## config.mk

```make
export PLATFORM = sky130hd
export DESIGN_NAME = mem_port_arbiter
export DESIGN_NICKNAME = d
export VERILOG_FILES = /design/src/rtl/mem_port_arbiter.sv
export SDC_FILE = /design/constraint.sdc
export NUM_CORES = 1
export LEC_CHECK = 0
export ABC_CLOCK_PERIOD_IN_PS = 1500
export CAP_MARGIN = 40
export CELL_PAD_IN_SITES_DETAIL_PLACEMENT = 0
export CELL_PAD_IN_SITES_GLOBAL_PLACEMENT = 1
export CORE_ASPECT_RATIO = 0.6
export CORE_UTILIZATION = 13
export CTS_BUF_LIST = sky130_fd_sc_hd__clkbuf_2
export DETAILED_ROUTE_END_ITERATION = 12
export PLACE_DENSITY_LB_ADDON = 0.3
export SETUP_SLACK_MARGIN = 0.05
export SLEW_MARGIN = 15
export SYNTH_ARGS = -nofsm -noshare
export SYNTH_HDL_FRONTEND = slang
export SYNTH_SLANG_ARGS = --single-unit
```

## constraint.sdc

```tcl
create_clock -name clk -period 1.5 [get_ports clk]
set_input_delay 0.3 -clock clk [delete_from_list [all_inputs] [get_ports clk]]
set_output_delay 0.3 -clock clk [all_outputs]
set_load 0.02 [all_outputs]
```

## src/rtl/mem_port_arbiter.sv

```systemverilog
// Arbiter sharing one single-ported memory between fetch and load/store.
// dmem has fixed priority; imem is forced through after STARVE_LIMIT losses.
module mem_port_arbiter #(
  parameter int XLEN         = 32,
  parameter int STARVE_LIMIT = 4
) (
  input  logic            clk,
  input  logic            reset,
  input  logic            imem_req_valid,
  output logic            imem_req_ready,
  input  logic [XLEN-1:0] imem_req_addr,
  input  logic            imem_req_fcn,
  input  logic [2:0]      imem_req_typ,
  input  logic [XLEN-1:0] imem_req_data,
  output logic            imem_res_valid,
  output logic [XLEN-1:0] imem_res_data,
  input  logic            dmem_req_valid,
  output logic            dmem_req_ready,
  input  logic [XLEN-1:0] dmem_req_addr,
  input  logic            dmem_req_fcn,
  input  logic [2:0]      dmem_req_typ,
  input  logic [XLEN-1:0] dmem_req_data,
  output logic            dmem_res_valid,
  output logic [XLEN-1:0] dmem_res_data,
  output logic            mem_req_valid,
  input  logic            mem_req_ready,
  output logic [XLEN-1:0] mem_req_addr,
  output logic            mem_req_fcn,
  output logic [2:0]      mem_req_typ,
  output logic [XLEN-1:0] mem_req_data,
  input  logic            mem_res_valid,
  input  logic [XLEN-1:0] mem_res_data,
  output logic            busy,
  output logic            owner,
  output logic            protocol_err
);

  localparam int SW = $clog2(STARVE_LIMIT + 1);
  localparam logic [SW-1:0] LIM = SW'(STARVE_LIMIT);

  typedef enum logic {IDLE, BUSY} state_t;

  state_t        state_q, state_d;
  logic          owner_q, owner_d;
  logic          perr_q, perr_d;
  logic          lock_q, lock_d;
  logic          lock_own_q, lock_own_d;
  logic [SW-1:0] streak_q, streak_d;

  logic gnt;
  logic gnt_valid;
  logic idle;
  logic bsy;
  logic accept;

  // gnt: 1 selects dmem, 0 selects imem
  always_comb begin
    if (lock_q) begin
      gnt = lock_own_q;
    end else if (imem_req_valid && dmem_req_valid) begin
      gnt = (streak_q != LIM);
    end else begin
      gnt = dmem_req_valid;
    end
  end

  assign idle      = (state_q == IDLE) && !reset;
  assign bsy       = (state_q == BUSY) && !reset;
  assign gnt_valid = gnt ? dmem_req_valid : imem_req_valid;

  assign mem_req_valid = idle && gnt_valid;
  assign accept        = mem_req_valid && mem_req_ready;

  assign imem_req_ready = mem_req_valid && !gnt && mem_req_ready;
  assign dmem_req_ready = mem_req_valid && gnt && mem_req_ready;

  assign mem_req_addr = gnt ? dmem_req_addr : imem_req_addr;
  assign mem_req_fcn  = gnt ? dmem_req_fcn  : imem_req_fcn;
  assign mem_req_typ  = gnt ? dmem_req_typ  : imem_req_typ;
  assign mem_req_data = gnt ? dmem_req_data : imem_req_data;

  assign imem_res_valid = bsy && mem_res_valid && !owner_q;
  assign dmem_res_valid = bsy && mem_res_valid && owner_q;
  assign imem_res_data  = mem_res_data;
  assign dmem_res_data  = mem_res_data;

  assign busy         = (state_q == BUSY);
  assign owner        = owner_q;
  assign protocol_err = perr_q;

  always_comb begin
    state_d    = state_q;
    owner_d    = owner_q;
    perr_d     = perr_q;
    lock_d     = lock_q;
    lock_own_d = lock_own_q;
    streak_d   = streak_q;
    unique case (state_q)
      IDLE: begin
        if (mem_res_valid) begin
          perr_d = 1'b1;
        end
        if (accept) begin
          state_d = BUSY;
          owner_d = gnt;
          lock_d  = 1'b0;
          if (!gnt) begin
            streak_d = '0;
          end else if (imem_req_valid && streak_q != LIM) begin
            streak_d = streak_q + 1'b1;
          end
        end else if (mem_req_valid) begin
          lock_d     = 1'b1;
          lock_own_d = gnt;
        end
      end
      BUSY: begin
        if (mem_res_valid) begin
          state_d = IDLE;
        end
      end
      default: state_d = IDLE;
    endcase
  end

  always_ff @(posedge clk) begin
    if (reset) begin
      state_q    <= IDLE;
      owner_q    <= 1'b0;
      perr_q     <= 1'b0;
      lock_q     <= 1'b0;
      lock_own_q <= 1'b0;
      streak_q   <= '0;
    end else begin
      state_q    <= state_d;
      owner_q    <= owner_d;
      perr_q     <= perr_d;
      lock_q     <= lock_d;
      lock_own_q <= lock_own_d;
      streak_q   <= streak_d;
    end
  end

endmodule
```

==> Yosys cells after proc, flatten, opt, wreduce, memory -nomap -nowiden <==
Cells that the tools add are included.
{ "op_classes": {"n_addsub": 1, "multipliers": 0, "n_div": 0, "order_cmp": 0, "n_eq_ne": 2, "shift": 0, "n_mux": 14, "n_bitwise": 2, "reduce_logical": 22} }
{ "op_table": {"columns": ["operator", "count"], "rows": [
  ["32-bit 2-to-1 mux", 2],
  ["1-bit logical AND", 13],
  ["3-bit 2-to-1 mux", 3],
  ["1-bit 2-to-1 mux", 8],
  ["2-bit AND reduction", 3],
  ["3-bit AND reduction", 2],
  ["3-bit by 1-bit adder with 3-bit output, second input constant", 1],
  ["1-bit zero test", 3],
  ["3-bit != test, second input constant", 1],
  ["2-bit by 1-bit != test with 1-bit output, second input constant", 1],
  ["1-bit NOT", 2],
  ["1-bit case mux with 2 select lines", 1],
  ["2-bit nonzero test", 1]
]} }
{ "totals": {"ff_bits": 8, "latch_bits": 0, "ramBits": 0, "romBits": 0, "input_bits": 174, "output_inout_bits": 140, "elab_cells": 47, "n_memories": 0} }

==> Depth between registers and ports, before layout <==
{ "depth": {"ltp_word": 8, "depth_mapped": 6, "depth_no_buf": 5} }

==> Worst setup path after synthesis <==
Ideal clock, no wire load.
{ "synth_path": {"kind": "flip-flop to output port", "start": "register streak_q[0]", "end": "output mem_req_data[12]", "t_arrival_ps": 1434, "required_time_ps": 1200, "setup_slack_ps": -234, "stages_incl_launch_ff": 7, "path_buffers": 1, "path_cell_list": "dfxtp_1 -> inv_1 -> ha_1 -> nand4b_4 -> nand2_8 -> buf_12 -> mux2_2"} }
{ "synth_via": {"elab_chain_cells": 4} }
{ "synth_rtl": {"columns": ["item", "line", "rtl"], "rows": [
  ["start: declaration", "48", "logic [SW-1:0] streak_q, streak_d;"],
  ["start signal: assignment", "140", "streak_q <= streak_d;"],
  ["3-bit != test", "61", "gnt = (streak_q != LIM);"],
  ["1-bit 2-to-1 mux", "60", "end else if (imem_req_valid && dmem_req_valid) begin"],
  ["1-bit 2-to-1 mux", "58", "if (lock_q) begin"],
  ["32-bit 2-to-1 mux", "80", "assign mem_req_data = gnt ? dmem_req_data : imem_req_data;"],
  ["end: declaration", "30", "output logic [XLEN-1:0] mem_req_data,"]
]} }
No other way between the ends.

==> Worst setup path after layout <==
{ "layout_path": {"start": "register streak_q[0]", "end": "output mem_req_addr[3]"} }
{ "layout_via": {"elab_chain_cells": 4} }
{ "layout_rtl": {"columns": ["item", "line", "rtl"], "rows": [
  ["3-bit != test", "61", null],
  ["1-bit 2-to-1 mux", "60", null],
  ["1-bit 2-to-1 mux", "58", null],
  ["32-bit 2-to-1 mux", "77", "assign mem_req_addr = gnt ? dmem_req_addr : imem_req_addr;"],
  ["end: declaration", "27", "output logic [XLEN-1:0] mem_req_addr,"]
]} }
No other way between the ends.

==> impl_metrics.ini <==
[route]
wire_per_inst_microns = 14.0
remaining_drc_errors = 0
via_per_inst = 3.54
routed_wl_microns = 8190
num_vias = 2061
drt-pass1-iter-count = 4
drtIter0Drc = 22
ant_nets = 0

[min_path]
hp-start = mem_res_valid
min_to = busy
hold_path_depth = 3
worst_hold_path_type = in2reg

[placement]
place.gp.congestion = 0.792
place_area_sq_um = 4260
port_buffers = 217
hpwl_microns = 6780
dpl_worst_slack_ns = -1.18

[clock_network]
clk_path_buf_depth = 2
numCtsBuffers = 3
cts_tree = done
clock_latency_ns = 0.25
clk_pin_slew_ns = 0.11
clock-sinks = 8
cts_root_buf = clkbuf_2
htreeDepth = 1

[logic_synthesis]
synth_cell_type_count = 30
async_flop_share_pct = 0
ys_seq_elements = 8
synth_edf_count = 0
avgSynthCellArea_sq_um = 10.2
ys_seq_area_share_pct = 8.09
yosys_warnings = 0
ys.flop_type = dfxtp_1
synth_nets = 370
syn_inst = 194
syn_area_sq_um = 1980

[cells_and_area]
fillers = 1544
layout.nets = 562
stdcell_area_sq_um = 4370
layout-drive-gt1-share_pct = 54.5
area.growth.synth_to_final_pct = 121
antenna_cells = 0

[critical_path]
crit_family = buffers and inverters
rr_startpoint = lock_q
critical_path.cell_chain = inv_2 > ha_4 > nand4b_4 > nand2_8 > buf_8 > buf_12 > buf_12 > mux2_4 > buf_6
required_ns = 1.20
worstPathBufferInverterCount = 5
r2r_setup_slack_ns = 0.04
rr_worst_depth = 5
crit_path_end_kind = primary output
worst-setup-path-type = reg2out
slowest_delay_ns = 0.34
cpMaxStageDelayCell = dfxtp_2
cp-start-kind = flop
r2r-end = streak_q[0]
crit_arrival_ns = 1.86
path_common_cell = buf_12
path_max_fanout = 6

[global_routing]
grt_max_degree = 16
grt_pass1_wl_microns = 11600
antenna_found_initial = 0
grt_pass1_vias = 2076
grt_util_all_layers_pct = 9.42
gr-total-overflow = 0

[timing]
finalCritPeriodShare_pct = 144
hold_violations = 0
fmax_mhz = 462
slew_violations = 0
finalWorstSetupSlack_ns = -0.665
period_needed_ns = 2.16
finClkSkew_ns = 0.00468
rsz0062_at_grt = yes
setup_viol = 71
tightest_slew_ns = 0.260
relSlewSlack_pct = 82.6

[pwr]
p_per_area_nw_per_um2 = 510
p_leak_nw = 2.02
vdd.ir_drop.worst_v = 0.000168
p_total_mw = 2.23

[floorplan]
num_rows = 34
die_x_microns = 161
core-area_sq_um = 14700
die_y_microns = 97.6
dieArea_sq_um = 15700
start_util_pct = 13.5
pin_count = 314

[flow_run]
drv_cap = 0

[outcome]
outcome = finished with violations
violations = setup timing
## state kept, by name, summed over array words and instances (netlist names)
| name | cells |
|---|---|
| busy | 1 |
| lock_own_q | 1 |
| lock_q | 1 |
| owner | 1 |
| protocol_err | 1 |
| streak_q | 3 |
## kinds of logic after synthesis
family	count (synthesis)	synth area share, %
buf+inv	79	33.0
mux	72	44.5
simple gates	18	7.26
compound gates	15	5.81
flops	8	8.09
fa+ha+maj	2	1.26
## cells in the mapped netlist (all sizes together) (3+ instances only)
master	count	area share [%]
nor2	3	0.57
a211oi	3	1.1
buf	72	32
nand2	3	1.4
mux2i	3	1.5
nand3b	3	1.1
dfxtp	8	8.1
mux2	69	43
inv	6	1.1
## final cells by class
type	count	area, sq um	share of cell area, %
multi-input cells	107	1430	32.6
clock buffers	4	20.0	0.458
repair buffers	260	2480	56.8
inverters	6	25.0	0.573
flip-flops and latches	8	170	3.89
well taps	198	248	5.67
## routing by layer
metal	vias to the layer above	part of all wire, %	track usage (%)
met2	125	48	16.1
met1	917	43	11.9
met3	10	8.7	2.82
met4	0	0.62	1.31
li1	1009	-	-
met5	-	0	0
## where the power goes
group	switching (mW)	internal (mW)	leakage, nW
clock	0.0956	0.0708	0.0166
sequential	0.0122	0.227	0.0683
combinational	0.702	1.12	1.94
## cell usage in the layout, fill, tap and decap left out, types with 3 or more instances in the layout
cell / Yosys / final
buf_12: 7 / 6
buf_2: 0 / 27
buf_4: 65 / 42
buf_6: 0 / 32
clkbuf_2: 0 / 10
clkdlybuf4s50_1: 0 / 137
dfxtp_2: 0 / 5
dlygate4sd2_1: 0 / 4
inv_2: 0 / 3
mux2_4: 20 / 69
mux2i_1: 3 / 3
nand3b_1: 3 / 3
## worst max path at each step
stage | start | cells past startpoint | to
floorplan | lock_q | 5 | mem_req_addr[0]
global placement | imem_req_valid | 6 | mem_req_addr[23]
detailed placement | imem_req_valid | 6 | mem_req_addr[16]
CTS | lock_q | 7 | mem_req_data[2]
global route | lock_q | 7 | mem_req_addr[11]
finish | streak_q[0] | 9 | mem_req_addr[3]
## per-stage QoR
step | hold WS [ns] | util [%] | instances | TNS (ns)
floorplan | 0.381 | - | 194 | -11.36
global placement | 0.464 | 29.0 | 565 | -83.84
detailed placement | 0.486 | 29.0 | 565 | -85.06
CTS | 0.460 | 29.3 | 583 | -45.74
global route | 0.489 | 29.8 | 583 | -46.17
finish | 0.488 | 29.8 | 583 | -39.92
## what timing repair did
item	in CTS	in global routing
setup endpoints to repair	83	77
pin swaps	5	8
setup buffers	13	2
hold endpoints to repair	0	0
gates resized for setup	356	39
cloned	2	2
hold buffers	0	0
## worst register-to-register path, stage by stage, from the launching register on
cell and delay (ns):
dfxtp_2 0.37, mux2_4 0.34, buf_4 0.15, and2_4 0.16, buf_4 0.13, a32o_1 0.21
Note: power is estimated with default switching activity, not from simulation.
